[config.mk]
export PLATFORM = sky130hd
export DESIGN_NAME = cic_i
export DESIGN_NICKNAME = d
export VERILOG_FILES = /design/src/rtl/cic_package.sv /design/src/rtl/cic_i_upsampler.sv /design/src/rtl/cic_i.sv
export SDC_FILE = /design/constraint.sdc
export NUM_CORES = 1
export LEC_CHECK = 0
export ABC_AREA = 1
export BUFFER_PORTS_ARGS = -buffer_cell sky130_fd_sc_hd__buf_2
export CAP_MARGIN = 20
export CORE_UTILIZATION = 44
export CTS_CLUSTER_DIAMETER = 50
export CTS_CLUSTER_SIZE = 25
export DETAILED_ROUTE_END_ITERATION = 10
export MAX_ROUTING_LAYER = met4
export PLACE_DENSITY = 0.7
export SYNTH_ARGS = -nofsm -noshare
export SYNTH_HDL_FRONTEND = slang
export SYNTH_SLANG_ARGS = --single-unit
export TNS_END_PERCENT = 100
[constraint.sdc]
create_clock -name clk -period 6.7 [get_ports clk]
set_clock_uncertainty 0.1 [all_clocks]
set_input_delay 1.34 -clock clk [delete_from_list [all_inputs] [get_ports clk]]
set_output_delay 1.34 -clock clk [all_outputs]
set_load 0.005 [all_outputs]
[src/rtl/cic_package.sv]
// Shared CIC helpers: ceiling log2 plus the width and latency formulas for the interpolator.
package cic_package;

    // Smallest n with 2**n >= v (0 for v <= 1).
    function automatic int clog2(input int v);
        int res;
        res = 0;
        for (int i = 0; i < 31; i++) begin
            if ((1 << i) < v) begin
                res = i + 1;
            end
        end
        return res;
    endfunction

    // Internal interpolator width: idw plus log2 of the DC gain (r*g)**m / r.
    function automatic int W_I(input int idw, input int r, input int g, input int m);
        int p;
        p = 1;
        for (int i = 0; i < m; i++) begin
            p = p * (r * g);
        end
        return idw + clog2(p / r);
    endfunction

    // Edges from an accepted sample to its first effect on data_out.
    function automatic int LAT_I(input int r, input int m);
        return (m - 1) * r + m + 1;
    endfunction

endpackage

[src/rtl/cic_i_upsampler.sv]
// Rate control for the interpolator: phase counter, accept strobe, and zero-stuffing register.
module cic_upsampler
    import cic_package::*;
#(
    parameter int dw = 14,
    parameter int r  = 4
) (
    input  logic          clk,
    input  logic          reset,
    input  logic [dw-1:0] din,
    output logic          stb,
    output logic [dw-1:0] dout
);

    localparam int PW = (r > 1) ? clog2(r) : 1;
    localparam logic [PW-1:0] PHASE_LAST = PW'(r - 1);

    logic [PW-1:0] phase;
    logic          stb_d1;

    // Phase counter wraps every r clocks; the strobe is registered off the last phase.
    // NOTE: sequential state uses non-blocking assignments so every register samples pre-edge values.
    always_ff @(posedge clk or posedge reset) begin
        if (reset) begin
            phase <= '0;
            stb   <= 1'b0;
        end else begin
            phase <= (phase == PHASE_LAST) ? '0 : phase + 1'b1;
            stb   <= (phase == PHASE_LAST);
        end
    end

    // One clock after the comb chain updates, pass its output once, then stuff zeros.
    always_ff @(posedge clk or posedge reset) begin
        if (reset) begin
            stb_d1 <= 1'b0;
            dout   <= '0;
        end else begin
            stb_d1 <= stb;
            dout   <= stb_d1 ? din : '0;
        end
    end

endmodule

[src/rtl/cic_i.sv]
// CIC interpolator: m combs at the input rate, zero-stuff by r, m integrators at the clock rate.
module cic_i
    import cic_package::*;
#(
    parameter int idw = 8,
    parameter int odw = 8,
    parameter int r   = 4,
    parameter int m   = 4,
    parameter int g   = 1
) (
    input  logic           clk,
    input  logic           reset,
    input  logic [idw-1:0] data_in,
    input  logic           in_valid,
    output logic           in_ready,
    output logic [odw-1:0] data_out,
    output logic           out_dv,
    output logic           underrun
);

    localparam int W     = W_I(idw, r, g, m);
    localparam int LAT   = LAT_I(r, m);
    // First strobe lands r+1 edges after release; output becomes meaningful LAT edges later.
    localparam int DV_AT = r + LAT;
    localparam int CW    = clog2(DV_AT + 2);

    logic         stb;
    logic [W-1:0] sample;
    logic [W-1:0] us;
    logic [W-1:0] comb_in  [m];
    logic [W-1:0] comb_out [m];
    logic [W-1:0] int_in   [m];
    logic [W-1:0] int_out  [m];
    logic [CW-1:0] dv_cnt;

    // A missed accept slot feeds a zero sample rather than stalling the chain.
    assign sample   = in_valid ? W'(signed'(data_in)) : '0;
    assign in_ready = stb;

    cic_upsampler #(
        .dw (W),
        .r  (r)
    ) u_upsampler (
        .clk   (clk),
        .reset (reset),
        .din   (comb_out[m-1]),
        .stb   (stb),
        .dout  (us)
    );

    for (genvar j = 0; j < m; j++) begin : g_comb
        logic [W-1:0] q;
        logic [W-1:0] dly [g];

        if (j == 0) begin : g_first
            assign comb_in[j] = sample;
        end else begin : g_next
            assign comb_in[j] = comb_out[j-1];
        end
        assign comb_out[j] = q;

        // Comb stage: difference against the input g strobes ago, advancing only on stb.
        // NOTE: the g-deep delay line is a few registers, so it is cleared on reset like any other state.
        always_ff @(posedge clk or posedge reset) begin
            if (reset) begin
                q <= '0;
                for (int i = 0; i < g; i++) begin
                    dly[i] <= '0;
                end
            end else if (stb) begin
                q      <= comb_in[j] - dly[g-1];
                dly[0] <= comb_in[j];
                for (int i = 1; i < g; i++) begin
                    dly[i] <= dly[i-1];
                end
            end
        end
    end

    for (genvar k = 0; k < m; k++) begin : g_int
        logic [W-1:0] acc;

        if (k == 0) begin : g_first
            assign int_in[k] = us;
        end else begin : g_next
            assign int_in[k] = int_out[k-1];
        end
        assign int_out[k] = acc;

        // Integrator stage: free-running accumulate, wrapping modulo 2**W.
        always_ff @(posedge clk or posedge reset) begin
            if (reset) begin
                acc <= '0;
            end else begin
                acc <= acc + int_in[k];
            end
        end
    end

    // Output is the truncated top of the last integrator.
    assign data_out = int_out[m-1][W-1 -: odw];

    // Flag an accept slot that passed without a valid sample.
    always_ff @(posedge clk or posedge reset) begin
        if (reset) begin
            underrun <= 1'b0;
        end else begin
            underrun <= stb & ~in_valid;
        end
    end

    // Count from release until the first sample reaches the output, then hold out_dv.
    always_ff @(posedge clk or posedge reset) begin
        if (reset) begin
            dv_cnt <= '0;
            out_dv <= 1'b0;
        end else if (!out_dv) begin
            dv_cnt <= dv_cnt + 1'b1;
            out_dv <= (dv_cnt == CW'(DV_AT));
        end
    end

endmodule

**Word level (Yosys, flattened, before mapping)**

Cells that the tools add are included.

- Flip-flop bits (word level): 193
- Output and inout bits: 11
- Input bits: 11

- Equality and inequality tests: 2
- Bitwise operators: 2
- Mux-type cells: 4
- Add/sub/neg operators: 10

Operator list:

| kind | number |
|---|---|
| adder 14 bit | 4 |
| subtractor 14 bit | 4 |
| 2-to-1 mux 14 bit | 2 |
| adder 5 x 1 -> 5 bit, second input constant | 1 |
| == test 5 bit, second input constant | 1 |
| adder 2 x 1 -> 2 bit, second input constant | 1 |
| == test 2 bit, second input constant | 1 |
| 2-to-1 mux 2 bit | 1 |
| AND 1 bit | 1 |
| 2-to-1 mux 1 bit | 1 |
| NOT 1 bit | 1 |

**Depth between registers and ports, before layout**

- Depth in word-level cells: 2
- Depth in mapped cells: 12
- Depth with buffers taken out: 11

**Modules after synthesis**

A second synthesis with hierarchy kept.

- Cell total of the unflattened synthesis: 1530
- Area total of the unflattened synthesis: 11746.3 µm²

Modules (own cells, without submodules):

| module | seq. area each (µm²) | times used | area each (µm²) | cells an instance |
|---|---|---|---|---|
| cic_i | 4229.1 | 1 | 11159.5 | 1480 |
| cic_upsampler | 450.4 | 1 | 586.8 | 50 |

**Least setup slack after synthesis**

Ideal clock, no wire load.

- Path type: input to register
- Start point: input port in_valid
- End point: register g_comb[0].q[10]
- Cell stages on the path: 12
- Setup time: 0.130 ns
- Slack: 3.825 ns
- Arrival time: 2.645 ns
- Data required time: 6.470 ns
- Cell sequence: clkbuf_1 -> nand2_1 -> ha_1 -> inv_1 -> fa_1 -> nand3_1 -> nand2_1 -> nand2_1 -> nand2_1 -> nand2_1 -> o211ai_1 -> nand2_1

- Word-level cells in the longest chain between the ends: 2

Ends and longest elaborated chain:

| element | line | text |
|---|---|---|
| start: declaration | cic_i.sv:14 | `input logic in_valid,` |
| 2-to-1 mux 14 bit | cic_i.sv:37 | `assign sample = in_valid ? W'(signed'(data_in)) : '0;` |
| subtractor 14 bit | cic_i.sv:71 | `q <= comb_in[j] - dly[g-1];` |
| end signal: assignment | cic_i.sv:71 |  |
| end: declaration | cic_i.sv:52 | `logic [W-1:0] q;` |

Every way passes these cells.
A chain may end at the register's enable or synchronous reset.

**Final worst setup path**

- Start point: register u_upsampler.stb
- End point: output port in_ready

RTL lines:

| element | line | text |
|---|---|---|
| start: declaration | cic_i_upsampler.sv:11 | `output logic stb,` |
| start signal: assignment | cic_i_upsampler.sv:29 | `stb <= (phase == PHASE_LAST);` |
| end: declaration | cic_i.sv:15 | `output logic in_ready,` |

No word-level cell between the ends.

==> metrics.txt <==
# TYPE chip_impl_metric gauge
chip_impl_metric{name="initial_antenna_violation_count",unit=""} 0
chip_impl_metric{name="layout-drive-gt1-share",unit=""} 0.0547
chip_impl_metric{name="max_freq",unit="GHz"} 0.349
chip_impl_metric{name="ff2ff_setup_slack",unit="ns"} 4.50
chip_impl_info{name="clock_tree.root_cell",value="clkbuf_16"} 1
chip_impl_metric{name="ctsResizeCount",unit=""} 0
chip_impl_info{name="setup.worst_path.start",value="u_upsampler.stb"} 1
chip_impl_metric{name="share_seq_of_total_power",unit=""} 0.278
chip_impl_metric{name="cap_violations",unit=""} 0
chip_impl_metric{name="postSynthCellCount",unit=""} 1530
chip_impl_metric{name="flow.area_growth_from_synthesis",unit="%"} 8.22
chip_impl_metric{name="floorplan.die_area",unit="sq um"} 27300
chip_impl_info{name="violations",value="DRC"} 1
chip_impl_metric{name="io-pin-count",unit=""} 22
chip_impl_metric{name="clock_power_share",unit=""} 0.148
chip_impl_info{name="layout_common_cells",value="494 x nand2_1, 241 x inv_1, 186 x dfrtp_1, 104 x ha_1, 92 x nand3_1"} 1
chip_impl_metric{name="power_per_cell_area",unit="nW/um^2"} 531
chip_impl_metric{name="post_synthesis_net_count",unit=""} 1653
chip_impl_metric{name="half_perimeter_wire_length_after_detailed_placement",unit="um"} 17200
chip_impl_info{name="cp-start-kind",value="flop"} 1
chip_impl_metric{name="sw_frac_of_total",unit=""} 0.457
chip_impl_info{name="rr_endpoint",value="g_comb[0].q[8]"} 1
chip_impl_metric{name="synth_top_area_frac",unit=""} 0.399
chip_impl_metric{name="async_reset_ff_frac",unit=""} 1.00
chip_impl_metric{name="die_height",unit="um"} 165
chip_impl_metric{name="htreeDepth",unit=""} 4
chip_impl_info{name="synth_ff_type",value="dfrtp_1"} 1
chip_impl_metric{name="detail_route.first_pass.iterations",unit=""} 8
chip_impl_metric{name="crit_required",unit="ns"} 5.26
chip_impl_metric{name="grt_pass1_vias",unit=""} 8940
chip_impl_info{name="status",value="complete, but fails checks"} 1
chip_impl_metric{name="average_footprint_of_a_synthesized_cell",unit="sq um"} 7.66
chip_impl_metric{name="fin_crit_sh",unit=""} 0.428
chip_impl_metric{name="clock_pin_slew_on_the_worst_setup_and_hold_paths",unit="ns"} 0.07
chip_impl_metric{name="ctsLongestPathBuffers",unit=""} 2
chip_impl_info{name="reg2reg_from",value="u_upsampler.stb"} 1
chip_impl_metric{name="vdd_ir_drop_max",unit="mV"} 0.254
chip_impl_metric{name="total_clock_buffers_created_by_cts",unit=""} 17
chip_impl_metric{name="finalPower",unit="mW"} 6.74
chip_impl_metric{name="number_of_clock_sinks",unit=""} 187
chip_impl_metric{name="antenna_cells",unit=""} 0
chip_impl_info{name="synth.area.top_cells",value="dfrtp_1 40%, nand2_1 16%, ha_1 11%"} 1
chip_impl_metric{name="total_leakage_power",unit="nW"} 6.96
chip_impl_metric{name="via_count",unit=""} 9189
chip_impl_metric{name="mappedNetlistArea",unit="sq um"} 11700
chip_impl_metric{name="synth_sequential_area_ratio",unit=""} 0.399
chip_impl_metric{name="timing.reg2reg.worst_path_depth",unit=""} 5
chip_impl_metric{name="global_route.overflow_total",unit=""} 0
chip_impl_metric{name="row_count",unit=""} 59
chip_impl_metric{name="post-cts-setup-buffer-count",unit=""} 0
chip_impl_metric{name="total_grt_usage",unit=""} 0.192
chip_impl_metric{name="final_antenna_net_count",unit=""} 0
chip_impl_info{name="end_kind",value="primary output"} 1
chip_impl_metric{name="drcViolationCount",unit=""} 6
chip_impl_info{name="mostFrequentLayoutCell",value="nand2_1"} 1
chip_impl_metric{name="setup_tns",unit="ns"} 0
chip_impl_metric{name="core_area",unit="sq um"} 26100
chip_impl_metric{name="die_x",unit="um"} 165
chip_impl_info{name="crit_path_cell_trace",value="buf_2"} 1
chip_impl_metric{name="p_sw",unit="mW"} 3.08
chip_impl_metric{name="place_congestion",unit=""} 0.864
chip_impl_metric{name="cell_internal_pwr",unit="mW"} 3.66
chip_impl_metric{name="yosysWarningCount",unit=""} 0
chip_impl_metric{name="route.detailed.wl_per_inst",unit="um"} 12.2
chip_impl_metric{name="yosysUniqueCellTypes",unit=""} 29
chip_impl_metric{name="viasPerCell",unit=""} 4.87
chip_impl_metric{name="max-slew-margin-rel",unit=""} 0.355
chip_impl_metric{name="tightestPinTransition",unit="ns"} 0.968
chip_impl_metric{name="hold_viol_final",unit=""} 0
chip_impl_metric{name="synth_seq_cells",unit=""} 187
chip_impl_metric{name="cp.arrival",unit="ns"} 1.43
chip_impl_info{name="biggest_area_consumer_among_synthesized_cells",value="dfrtp_1"} 1
chip_impl_info{name="worstSetupPathType",value="reg -> out"} 1
chip_impl_metric{name="path_buf_inv",unit=""} 1
chip_impl_metric{name="critPathMaxFanout",unit=""} 37
chip_impl_info{name="worst_setup_path_endpoint",value="in_ready"} 1
chip_impl_metric{name="grt_max_degree",unit=""} 138
chip_impl_metric{name="insertion_delay",unit="ns"} 0.44
chip_impl_metric{name="power.combinational.fraction",unit=""} 0.574
chip_impl_info{name="cell_at_the_slowest_stage_of_the_critical_path",value="dfrtp_2"} 1
chip_impl_metric{name="synth-edff-count",unit=""} 0
chip_impl_info{name="cts_tree",value="done"} 1
chip_impl_info{name="setup_repair_after_global_routing_missed_its_margin",value="no"} 1
chip_impl_metric{name="grt_first_pass_wirelength",unit="um"} 41000
chip_impl_metric{name="path_depth",unit=""} 1
chip_impl_metric{name="num-nets-final",unit=""} 1663
chip_impl_metric{name="buffer_ports.inserted",unit=""} 21
chip_impl_metric{name="route.final.wire_length",unit="um"} 23000
chip_impl_metric{name="slew_violations",unit=""} 0
chip_impl_metric{name="dr.first_iter.drc_count",unit=""} 581
chip_impl_metric{name="cts-hold-fix-buffers",unit=""} 0
chip_impl_metric{name="initial_core_utilization",unit=""} 0.449
chip_impl_metric{name="finalCriticalPeriod",unit="ns"} 2.87
chip_impl_metric{name="slowest_delay",unit="ns"} 0.75
chip_impl_metric{name="report.final.setup_viol",unit=""} 0
chip_impl_info{name="hold_class",value="reg -> reg"} 1
chip_impl_info{name="crit_family",value="flip-flops"} 1
[power by group through the flow]
stage	clock network, mW	registers [mW]	logic, mW
global route	1.07	1.92	4.51
global placement	0	1.90	3.77
detailed placement	0	1.90	3.84
CTS	1.03	1.88	3.89
floorplan	0	1.80	3.16
finish	0.997	1.87	3.87
[kinds of logic after synthesis]
| family | count (synthesis) | share of synthesized area |
|---|---|---|
| AOI/OAI and AO/OA | 171 | 0.0785 |
| DFF | 187 | 0.399 |
| adders and majority gates | 112 | 0.125 |
| xor gates and xnor gates | 61 | 0.0456 |
| buffers and inverters | 276 | 0.0931 |
| and+or+nand+nor | 723 | 0.259 |
[through the flow]
step	util	setup slack (ns)	std cells	hold slack, ns	instance area, sq um
after floorplan	-	0.175	1530	0.297	11700
after global placement	0.463	3.70	1856	0.313	12100
after detailed placement	0.463	3.68	1856	0.327	12100
after CTS	0.485	3.81	1888	0.337	12700
after global routing	0.485	3.74	1888	0.356	12700
final	0.485	3.83	1888	0.332	12700
[Yosys cell counts, types with 3 or more instances]
| master | instances |
|---|---|
| nand2_1 | 494 |
| inv_1 | 242 |
| fa_1 | 8 |
| nor3_1 | 9 |
| nor2_1 | 69 |
| o21ai_2 | 4 |
| o21ai_0 | 70 |
| or2_1 | 3 |
| nor2_2 | 3 |
| ha_1 | 104 |
| a21o_1 | 9 |
| o21ai_1 | 15 |
| xnor2_1 | 34 |
| o21bai_1 | 5 |
| xor2_1 | 27 |
| clkbuf_1 | 9 |
| buf_2 | 14 |
| a21oi_1 | 61 |
| nand3b_1 | 9 |
| nand3_2 | 10 |
| a31oi_1 | 4 |
| dfrtp_1 | 187 |
| buf_4 | 10 |
| nand2_2 | 9 |
| nand3_1 | 92 |
| nand4_1 | 25 |
[area by class of cell]
class,count,area [sq um]
Fill cell,2617,13400
Multi-Input combinational cell,1067,5950
Sequential cell,187,4680
Inverter,243,920
Clock buffer,24,502
Tap cell,335,419
Timing Repair Buffer,24,128
Clock inverter,8,85.1
[how the worst min path moves through the flow]
stage / start / to / slack (ns) / cells after the start
after floorplan: u_upsampler.stb / u_upsampler.stb_d1 / 0.30 / 0
after global placement: u_upsampler.phase[0] / u_upsampler.phase[0] / 0.31 / 1
after detailed placement: u_upsampler.phase[0] / u_upsampler.phase[0] / 0.33 / 1
after CTS: u_upsampler.phase[0] / u_upsampler.phase[0] / 0.34 / 1
after global routing: u_upsampler.phase[0] / u_upsampler.phase[0] / 0.36 / 1
final: u_upsampler.phase[0] / u_upsampler.phase[0] / 0.33 / 1
[sequential cells by signal, summed over array words and instances (netlist names), 2 cells and up]
| signal | count |
|---|---|
| g_comb.q | 56 |
| g_int.acc | 56 |
| g_comb.dly | 50 |
| u_upsampler.dout | 14 |
| dv_cnt | 5 |
| u_upsampler.phase | 2 |
[per-layer routing]
metal	track usage	share of wire	vias up
met2	0.316	0.47	90
li1	-	-	4860
met4	0.0571	0.011	0
met1	0.247	0.50	4219
met3	0.0240	0.024	20
met5	-	0	-
(Power assumes the default switching activity.)
